==> config.mk <==
export PLATFORM = sky130hd
export DESIGN_NAME = bmi_speed_mapper
export DESIGN_NICKNAME = d
export VERILOG_FILES = /design/src/rtl/bmi_speed_mapper.sv
export SDC_FILE = /design/constraint.sdc
export NUM_CORES = 1
export LEC_CHECK = 0
export BUFFER_PORTS_ARGS = -buffer_cell sky130_fd_sc_hd__buf_4
export CAP_MARGIN = 15
export CORE_MARGIN = 8
export CORE_UTILIZATION = 40
export DETAILED_ROUTE_END_ITERATION = 16
export PLACE_DENSITY_LB_ADDON = 0.25
export SLEW_MARGIN = 0
export SYNTH_ARGS = -nofsm -noshare
export SYNTH_HDL_FRONTEND = slang
export SYNTH_SLANG_ARGS = --single-unit
==> constraint.sdc <==
create_clock -name clk -period 17.52 [get_ports clk]
set_input_delay 0.876 -clock clk [delete_from_list [all_inputs] [get_ports clk]]
set_output_delay 0.876 -clock clk [all_outputs]
set_load 0.01 [all_outputs]
==> src/rtl/bmi_speed_mapper.sv <==
// BMI calculator (weight*10000/height^2, restoring divider) and BMI-to-speed-level mapper.
// Optional build macro BMI_ROUND_EN: rounds BMI half-up instead of truncating.
module bmi_speed_mapper #(
  parameter int unsigned H_W        = 8,
  parameter int unsigned W_W        = 7,
  parameter int unsigned BMI_W      = 6,
  parameter int unsigned LVL_W      = 4,
  parameter int unsigned HEIGHT_MIN = 100,
  parameter int unsigned BMI_MIN    = 15,
  parameter int unsigned BMI_MAX    = 30,
  parameter int unsigned SPEED_MIN  = 1,
  parameter int unsigned SPEED_MAX  = 10
) (
  input  logic             clk,
  input  logic             rst_n,
  input  logic             in_valid,
  output logic             in_ready,
  input  logic [H_W-1:0]   height,
  input  logic [W_W-1:0]   weight,
  output logic             out_valid,
  input  logic             out_ready,
  output logic [BMI_W-1:0] bmi,
  output logic [LVL_W-1:0] speed_level,
  output logic             err
);

  localparam int unsigned NUM_W  = W_W + 14;
  localparam int unsigned SQ_W   = 2 * H_W;
  localparam int unsigned PROD_W = LVL_W + BMI_W;
  localparam int unsigned STEP_W = $clog2(NUM_W + 1);
  localparam int unsigned BMI_SAT = (1 << BMI_W) - 1;

  typedef enum logic [2:0] {
    S_IDLE, S_SQUARE, S_DIV, S_MAP, S_DONE
  } state_t;

  state_t            state_q;
  logic [H_W-1:0]    h_q;
  logic [W_W-1:0]    w_q;
  logic [SQ_W-1:0]   div_q;
  logic [NUM_W-1:0]  num_q;
  logic [SQ_W-1:0]   rem_q;
  logic [STEP_W-1:0] step_q;
  logic              in_ready_q;
  logic              out_valid_q;
  logic [BMI_W-1:0]  bmi_q;
  logic [LVL_W-1:0]  lvl_q;
  logic              err_q;

  logic [SQ_W-1:0]   sq_c;
  logic [SQ_W:0]     rem_sh_c;
  logic              sub_ok_c;
  logic [SQ_W-1:0]   rem_d;
  logic [NUM_W-1:0]  num_d;
  logic [BMI_W-1:0]  bmi_d;
  logic [PROD_W-1:0] prod_c;
  logic [LVL_W-1:0]  lvl_d;

  assign sq_c = SQ_W'(h_q) * SQ_W'(h_q);

  // One restoring-division step: numerator shifts out MSB-first, quotient bits shift in at LSB.
  always_comb begin
    rem_sh_c = {rem_q, num_q[NUM_W-1]};
    sub_ok_c = (rem_sh_c >= {1'b0, div_q});
    rem_d    = sub_ok_c ? SQ_W'(rem_sh_c - {1'b0, div_q}) : rem_sh_c[SQ_W-1:0];
    num_d    = {num_q[NUM_W-2:0], sub_ok_c};
  end

  // Saturate the quotient and map it linearly between the knee points.
  always_comb begin
    bmi_d  = (num_q > NUM_W'(BMI_SAT)) ? BMI_W'(BMI_SAT) : num_q[BMI_W-1:0];
    prod_c = '0;
    if (bmi_d <= BMI_W'(BMI_MIN)) begin
      lvl_d = LVL_W'(SPEED_MAX);
    end else if (bmi_d >= BMI_W'(BMI_MAX)) begin
      lvl_d = LVL_W'(SPEED_MIN);
    end else begin
      prod_c = PROD_W'(SPEED_MAX - SPEED_MIN) * PROD_W'(bmi_d - BMI_W'(BMI_MIN));
      lvl_d  = LVL_W'(SPEED_MAX) - LVL_W'(prod_c / PROD_W'(BMI_MAX - BMI_MIN));
    end
  end

  always_ff @(posedge clk or negedge rst_n) begin
    if (!rst_n) begin
      state_q     <= S_IDLE;
      h_q         <= '0;
      w_q         <= '0;
      div_q       <= '0;
      num_q       <= '0;
      rem_q       <= '0;
      step_q      <= '0;
      in_ready_q  <= 1'b0;
      out_valid_q <= 1'b0;
      bmi_q       <= '0;
      lvl_q       <= '0;
      err_q       <= 1'b0;
    end else begin
      case (state_q)
        S_IDLE: begin
          if (in_valid && in_ready_q) begin
            in_ready_q <= 1'b0;
            h_q        <= height;
            w_q        <= weight;
            if ((height < H_W'(HEIGHT_MIN)) || (weight == '0)) begin
              out_valid_q <= 1'b1;
              err_q       <= 1'b1;
              bmi_q       <= '0;
              lvl_q       <= '0;
              state_q     <= S_DONE;
            end else begin
              state_q <= S_SQUARE;
            end
          end else begin
            in_ready_q <= 1'b1;
          end
        end
        S_SQUARE: begin
          div_q  <= sq_c;
`ifdef BMI_ROUND_EN
          num_q  <= NUM_W'(w_q) * NUM_W'(10000) + NUM_W'(sq_c >> 1);
`else
          num_q  <= NUM_W'(w_q) * NUM_W'(10000);
`endif
          rem_q   <= '0;
          step_q  <= '0;
          state_q <= S_DIV;
        end
        S_DIV: begin
          rem_q  <= rem_d;
          num_q  <= num_d;
          step_q <= step_q + STEP_W'(1);
          if (step_q == STEP_W'(NUM_W - 1)) state_q <= S_MAP;
        end
        S_MAP: begin
          bmi_q       <= bmi_d;
          lvl_q       <= lvl_d;
          err_q       <= 1'b0;
          out_valid_q <= 1'b1;
          state_q     <= S_DONE;
        end
        S_DONE: begin
          if (out_ready) begin
            out_valid_q <= 1'b0;
            in_ready_q  <= 1'b1;
            state_q     <= S_IDLE;
          end
        end
        default: state_q <= S_IDLE;
      endcase
    end
  end

  assign in_ready    = in_ready_q;
  assign out_valid   = out_valid_q;
  assign bmi         = bmi_q;
  assign speed_level = lvl_q;
  assign err         = err_q;

endmodule

# After elaboration in Yosys (flattened, before gate mapping)
# Cells that the tools add are included.
# Widths: inputs -> output; s select.
op_classes:
  addsub: 4
  n_mul: 3
  n_div: 1
  order_cmp: 5
  eq_ne: 9
  muxes: 26
  reduce_logical: 13
op_table:
  columns: ["operator", "count"]
  rows:
  - ["$pmux 21 s2", 1]
  - ["$pmux 16 s2", 1]
  - ["$gt 21x6->1 const B", 1]
  - ["$mux 6", 3]
  - ["$ge 17x16->1", 1]
  - ["$mul 7x10->17 const B", 1]
  - ["$mul 8x8->16", 1]
  - ["$mux 16", 1]
  - ["$mux 4", 4]
  - ["$sub 16x16->16", 1]
  - ["$pmux 3 s5", 1]
  - ["$mux 3", 4]
  - ["$pmux 6 s2", 1]
  - ["$div 10x4->10 const B", 1]
  - ["$mul 5x7->10 const A", 1]
  - ["$pmux 5 s2", 1]
  - ["$lt 8x7->1 const B", 1]
  - ["$ne 2x2->1 const B", 4]
  - ["$pmux 4 s2", 1]
  - ["$logic_not 7->1", 1]
  - ["$sub 6x4->7 const B", 1]
  - ["$eq 3x2->1 const B", 2]
  - ["$ge 6x5->1 const B", 1]
  - ["$le 6x4->1 const B", 1]
  - ["other kinds (16)", 25]
word_totals:
  regBits: 89
  inputBits: 19
  out_inout_bits: 13
  elab_cells: 73

# Longest topological paths before layout
logic_depth:
  word_depth: 9
  mapped_depth: 33
  ltp_nobuf: 30

# Worst setup path after synthesis
# Ideal clock, no wire load.
synth_path:
  kind: "register -> register"
  start: "register num_q[16]"
  end: "register lvl_q[2] (netlist: speed_level[2])"
  setup_time_ps: 95
  t_arrival_ps: 6433
  t_required_ps: 17425
  setup_slack_ps: 10991
  path_stages_with_launch: 32
  path_buffers: 2
  period_less_slack_ps: 6529
  path_cell_list: "dfrtp_1 -> nor4_1 -> nand4_1 -> clkbuf_1 -> nor2_1 -> inv_1 -> ha_1 -> and3_1 -> nor3_1 -> a21oi_1 -> nand2_1 -> ha_1 -> ha_1 -> fa_1 -> xor2_2 -> o21ai_2 -> nor2_2 -> o21ai_1 -> o2bb2ai_4 -> buf_6 -> nand3_2 -> a21oi_1 -> and2_1 -> o21ai_0 -> ha_1 -> and2_1 -> a32o_1 -> a311o_4 -> a211o_1 -> ha_1 -> xor2_1 -> o31ai_1"
synth_between:
  elab_chain_cells: 9
  elab_cells_between_ends: 11
  cone_classes: "add/sub: 2; mul: 1; div: 1; order compare: 3; mux: 4"
synth_rtl:
  columns: ["item", "line", "source"]
  rows:
  - ["start, declared", "41", "logic [NUM_W-1:0] num_q;"]
  - ["start signal, assigned", "122", "num_q <= NUM_W'(w_q) * NUM_W'(10000);"]
  - ["start signal, assigned", "130", "num_q <= num_d;"]
  - ["$gt 21x6->1 (*)", "71", "bmi_d = (num_q > NUM_W'(BMI_SAT)) ? BMI_W'(BMI_SAT) : num_q[BMI_W-1:0];"]
  - ["$mux 6 (*)", "71", null]
  - ["$sub 6x4->7", "78", "prod_c = PROD_W'(SPEED_MAX - SPEED_MIN) * PROD_W'(bmi_d - BMI_W'(BMI_MIN));"]
  - ["$mul 5x7->10", "78", null]
  - ["$div 10x4->10", "79", "lvl_d = LVL_W'(SPEED_MAX) - LVL_W'(prod_c / PROD_W'(BMI_MAX - BMI_MIN));"]
  - ["$sub 4x4->4", "79", null]
  - ["$mux 4", "75", "end else if (bmi_d >= BMI_W'(BMI_MAX)) begin"]
  - ["$mux 4 (*)", "73", "if (bmi_d <= BMI_W'(BMI_MIN)) begin"]
  - ["$pmux 4 s2 (*)", "98", "case (state_q)"]
  - ["end signal, assigned", "136", "lvl_q <= lvl_d;"]
  - ["end, declared", "47", "logic [LVL_W-1:0] lvl_q;"]
# Every way passes the cells marked *; elsewhere a longest branch is shown, timed or not.
# A chain may end at the register's enable or synchronous reset.

# Worst setup path in the final report
# Ends and elaborated chain as after synthesis.

==> results.json <==
{
  "status": "finished, final reports clean",
  "die_y_microns": 159.2,
  "skew_ns": 0.009206,
  "area_delta_synth_final_pct": 9.266,
  "slowest_delay_ns": 0.53,
  "synth.ff_latch_count": 88,
  "slew_headroom_pct": 22.71,
  "vias_per_cell": 5.282,
  "synth_compound_area_share_pct": 20.30,
  "syn_area_sq_um": 8197,
  "ctsRootBufferMaster": "clkbuf_16",
  "numPortBuffers": 31,
  "initial_core_util_pct": 40.64,
  "core_sq_um": 20170,
  "postCtsHoldBufs": 0,
  "synth_area_per_cell_sq_um": 9.087,
  "cts_buffer_depth": 2,
  "maxCapViolations": 0,
  "setup_violations": 0,
  "route.detailed.drc": 0,
  "fillers": 2024,
  "drive_gt1_share_pct": 10.92,
  "synthCells": 902,
  "syn-num-nets": 1055,
  "die_x_microns": 159.2,
  "hold_slack_ns": 0.3750,
  "crit_path_max_fanout": 15,
  "synth_async_sr_flop_share_pct": 100.0,
  "placedCellCount": 1170,
  "worst_slew_pin_slew_ns": 1.152,
  "synthSimpleGateAreaFrac_pct": 15.68,
  "die-area_sq_um": 25330,
  "period_needed_ns": 7.533,
  "final_cells": 1186,
  "tns_ns": 0,
  "crit_path_start_kind": "flop",
  "grt_usage_pct": 13.53,
  "slew_violations": 0,
  "path_clk_slew_ns": 0.07,
  "drt_iter0_markers": 282,
  "cts_tree": "done",
  "overflow": 0,
  "yosys_warnings": 0,
  "final_hold_viol_count": 0,
  "wl_per_cell_microns": 14.17,
  "antenna_found_initial": 0,
  "grt_pass1_vias": 6086,
  "rows": 52,
  "synth-adder-area-share_pct": 23.57,
  "diodes": 0,
  "synth_top_family_by_area": "adder cells",
  "grt_pass1_wl_microns": 29210,
  "routabilityCongestion": 0.7984,
  "cts.sinks": 88,
  "wl_microns": 16800,
  "cts_max_level": 3,
  "dp_hpwl_microns": 12790,
  "max_freq_mhz": 132.8,
  "vias": 6265,
  "yosysSeqAreaShare_pct": 26.87,
  "crit_path_top_delay_cell": "or2_2",
  "grt_max_degree": 74,
  "grt_setup_unrepaired": "no",
  "cp-end-kind": "flop",
  "ios": 32,
  "arrival_ns": 7.79,
  "synth_ff_type": "dfrtp_1",
  "fin_nets": 1064,
  "utilization_pct": 44.40,
  "min_path_type": "input pin to async pin",
  "critPathRequiredTime_ns": 17.78,
  "synth_xor_area_share_pct": 5.160,
  "ys_types": 89,
  "synth_edf_count": 0,
  "clock_latency_ns": 0.35,
  "cts.repair.resized": 0,
  "drtPass1Iterations": 4,
  "crit_top_cell": "ha_1",
  "ant_nets": 0,
  "muxShareOfSynthArea_pct": 2.076,
  "path_class": "flop to flop",
  "cts_buffers": 9,
  "min_period_over_period_pct": 42.99,
  "post-cts-setup-buffers": 0
}
-- state kept, by name, indices dropped and copies added, names as in the netlist, 3 cells and up --
register and flops:
num_q 21, h_q 8, state_q 3, div_q 15, rem_q 16, w_q 7
bmi 6, speed_level 4, step_q 5
-- layout by cell type, fill, tap and decap left out, types with 3 or more instances in the layout --
| master | synthesis | final |
|---|---|---|
| inv_1 | 92 | 92 |
| o2111ai_1 | 5 | 5 |
| mux2_2 | 12 | 12 |
| and3_1 | 8 | 8 |
| a2111oi_0 | 3 | 3 |
| dfrtp_1 | 88 | 88 |
| buf_4 | 1 | 37 |
| o211ai_1 | 17 | 17 |
| nor2b_1 | 5 | 5 |
| clkbuf_16 | 0 | 9 |
| a21oi_1 | 43 | 43 |
| nand4_1 | 20 | 20 |
| xnor2_1 | 31 | 31 |
| a31oi_1 | 3 | 3 |
| o21ai_1 | 4 | 4 |
| o31ai_1 | 3 | 3 |
| a211o_1 | 5 | 5 |
| o21a_1 | 5 | 5 |
| and2_1 | 23 | 23 |
| nor3_1 | 16 | 16 |
| o211a_1 | 3 | 3 |
| nor4_1 | 7 | 6 |
| a22o_1 | 6 | 6 |
| xor2_1 | 11 | 11 |
| nand3_1 | 16 | 16 |
| ha_1 | 100 | 100 |
| nand2_1 | 98 | 98 |
| fa_1 | 34 | 34 |
| o21ai_0 | 59 | 59 |
| or2_2 | 5 | 5 |
| nor2_1 | 32 | 31 |
| a21o_1 | 7 | 7 |
| o21bai_1 | 18 | 18 |
| a22oi_1 | 16 | 16 |
| nand2b_1 | 7 | 7 |
-- synthesized netlist by cell type (4+ instances only) --
master	instances	share of area (%)
a211o_1	5	0.53
a21o_1	7	0.64
a21oi_1	43	2.6
a22o_1	6	0.64
a22oi_1	16	1.5
and2_1	23	1.8
and3_1	8	0.61
clkbuf_1	34	1.6
dfrtp_1	88	27
fa_1	34	8.3
ha_1	100	15
inv_1	92	4.2
mux2_2	12	1.6
nand2_1	98	4.5
nand2b_1	7	0.53
nand3_1	16	0.98
nand4_1	20	1.5
nor2_1	32	1.5
nor2b_1	5	0.38
nor3_1	16	0.98
nor4_1	7	0.53
o2111ai_1	5	0.53
o211ai_1	17	1.6
o21a_1	5	0.46
o21ai_0	59	3.6
o21ai_1	4	0.24
o21bai_1	18	1.6
or2_2	5	0.38
xnor2_1	31	3.3
xor2_1	11	1.2
-- cell type report --
type	instances	area [sq um]	share of cell area, %
Multi-Input combinational cell	682	5488	61.27
Sequential cell	88	2202	24.59
Inverter	93	349.1	3.898
Tap cell	270	337.8	3.772
Timing Repair Buffer	37	277.8	3.101
Clock buffer	9	225.2	2.515
Clock inverter	7	76.32	0.8522
-- cells by family after synthesis --
kind of cell / after synthesis
compound gates: 233
fa+ha+maj: 134
simple gates: 255
xor+xnor: 45
flops: 88
buf+inv: 132
mux: 15
-- metrics by stage --
stage | instance area, sq um | setup WS [ns]
2_1_floorplan | 8197 | 10.99
3_3_place_gp | 8655 | 10.12
3_5_place_dp | 8655 | 9.991
4_1_cts | 8956 | 9.993
5_1_grt | 8956 | 9.291
6_report | 8956 | 9.987
-- critical path: cells and delay by family (launching register included) --
kind / cells / cell delay (ns)
xor gates and xnor gates: 1 / 0.15
adders and majority gates: 6 / 1.58
and+or+nand+nor: 11 / 3.04
DFF: 1 / 0.40
AOI/OAI and AO/OA: 10 / 2.27
-- metal layers --
layer	part of all wire, %	GRT usage (%)	vias to the layer above	wire length [microns]
li1	-	-	3206	-
met1	50	18.43	2976	8391
met2	46	21.81	66	7776
met3	2.3	1.603	17	381
met4	1.5	4.717	0	252
met5	0	0	-	0
-- final timing paths --
kind	startpoint	endpoint	slack, ns	cells after the start
min reg2reg	div_q[10]	div_q[10]	0.48	2
max	num_q[16]	speed_level[2]	9.99	28
max in group asynchronous	rst_n	bmi[1]	16.00	2
max reg2reg	num_q[16]	speed_level[2]	9.99	28
min in group clk	div_q[10]	div_q[10]	0.48	2
min	rst_n	w_q[2]	0.37	1
Power is left out: the tool's default activity adds up to more than one toggle a clock period on the data nets, which glitch-free logic cannot reach.
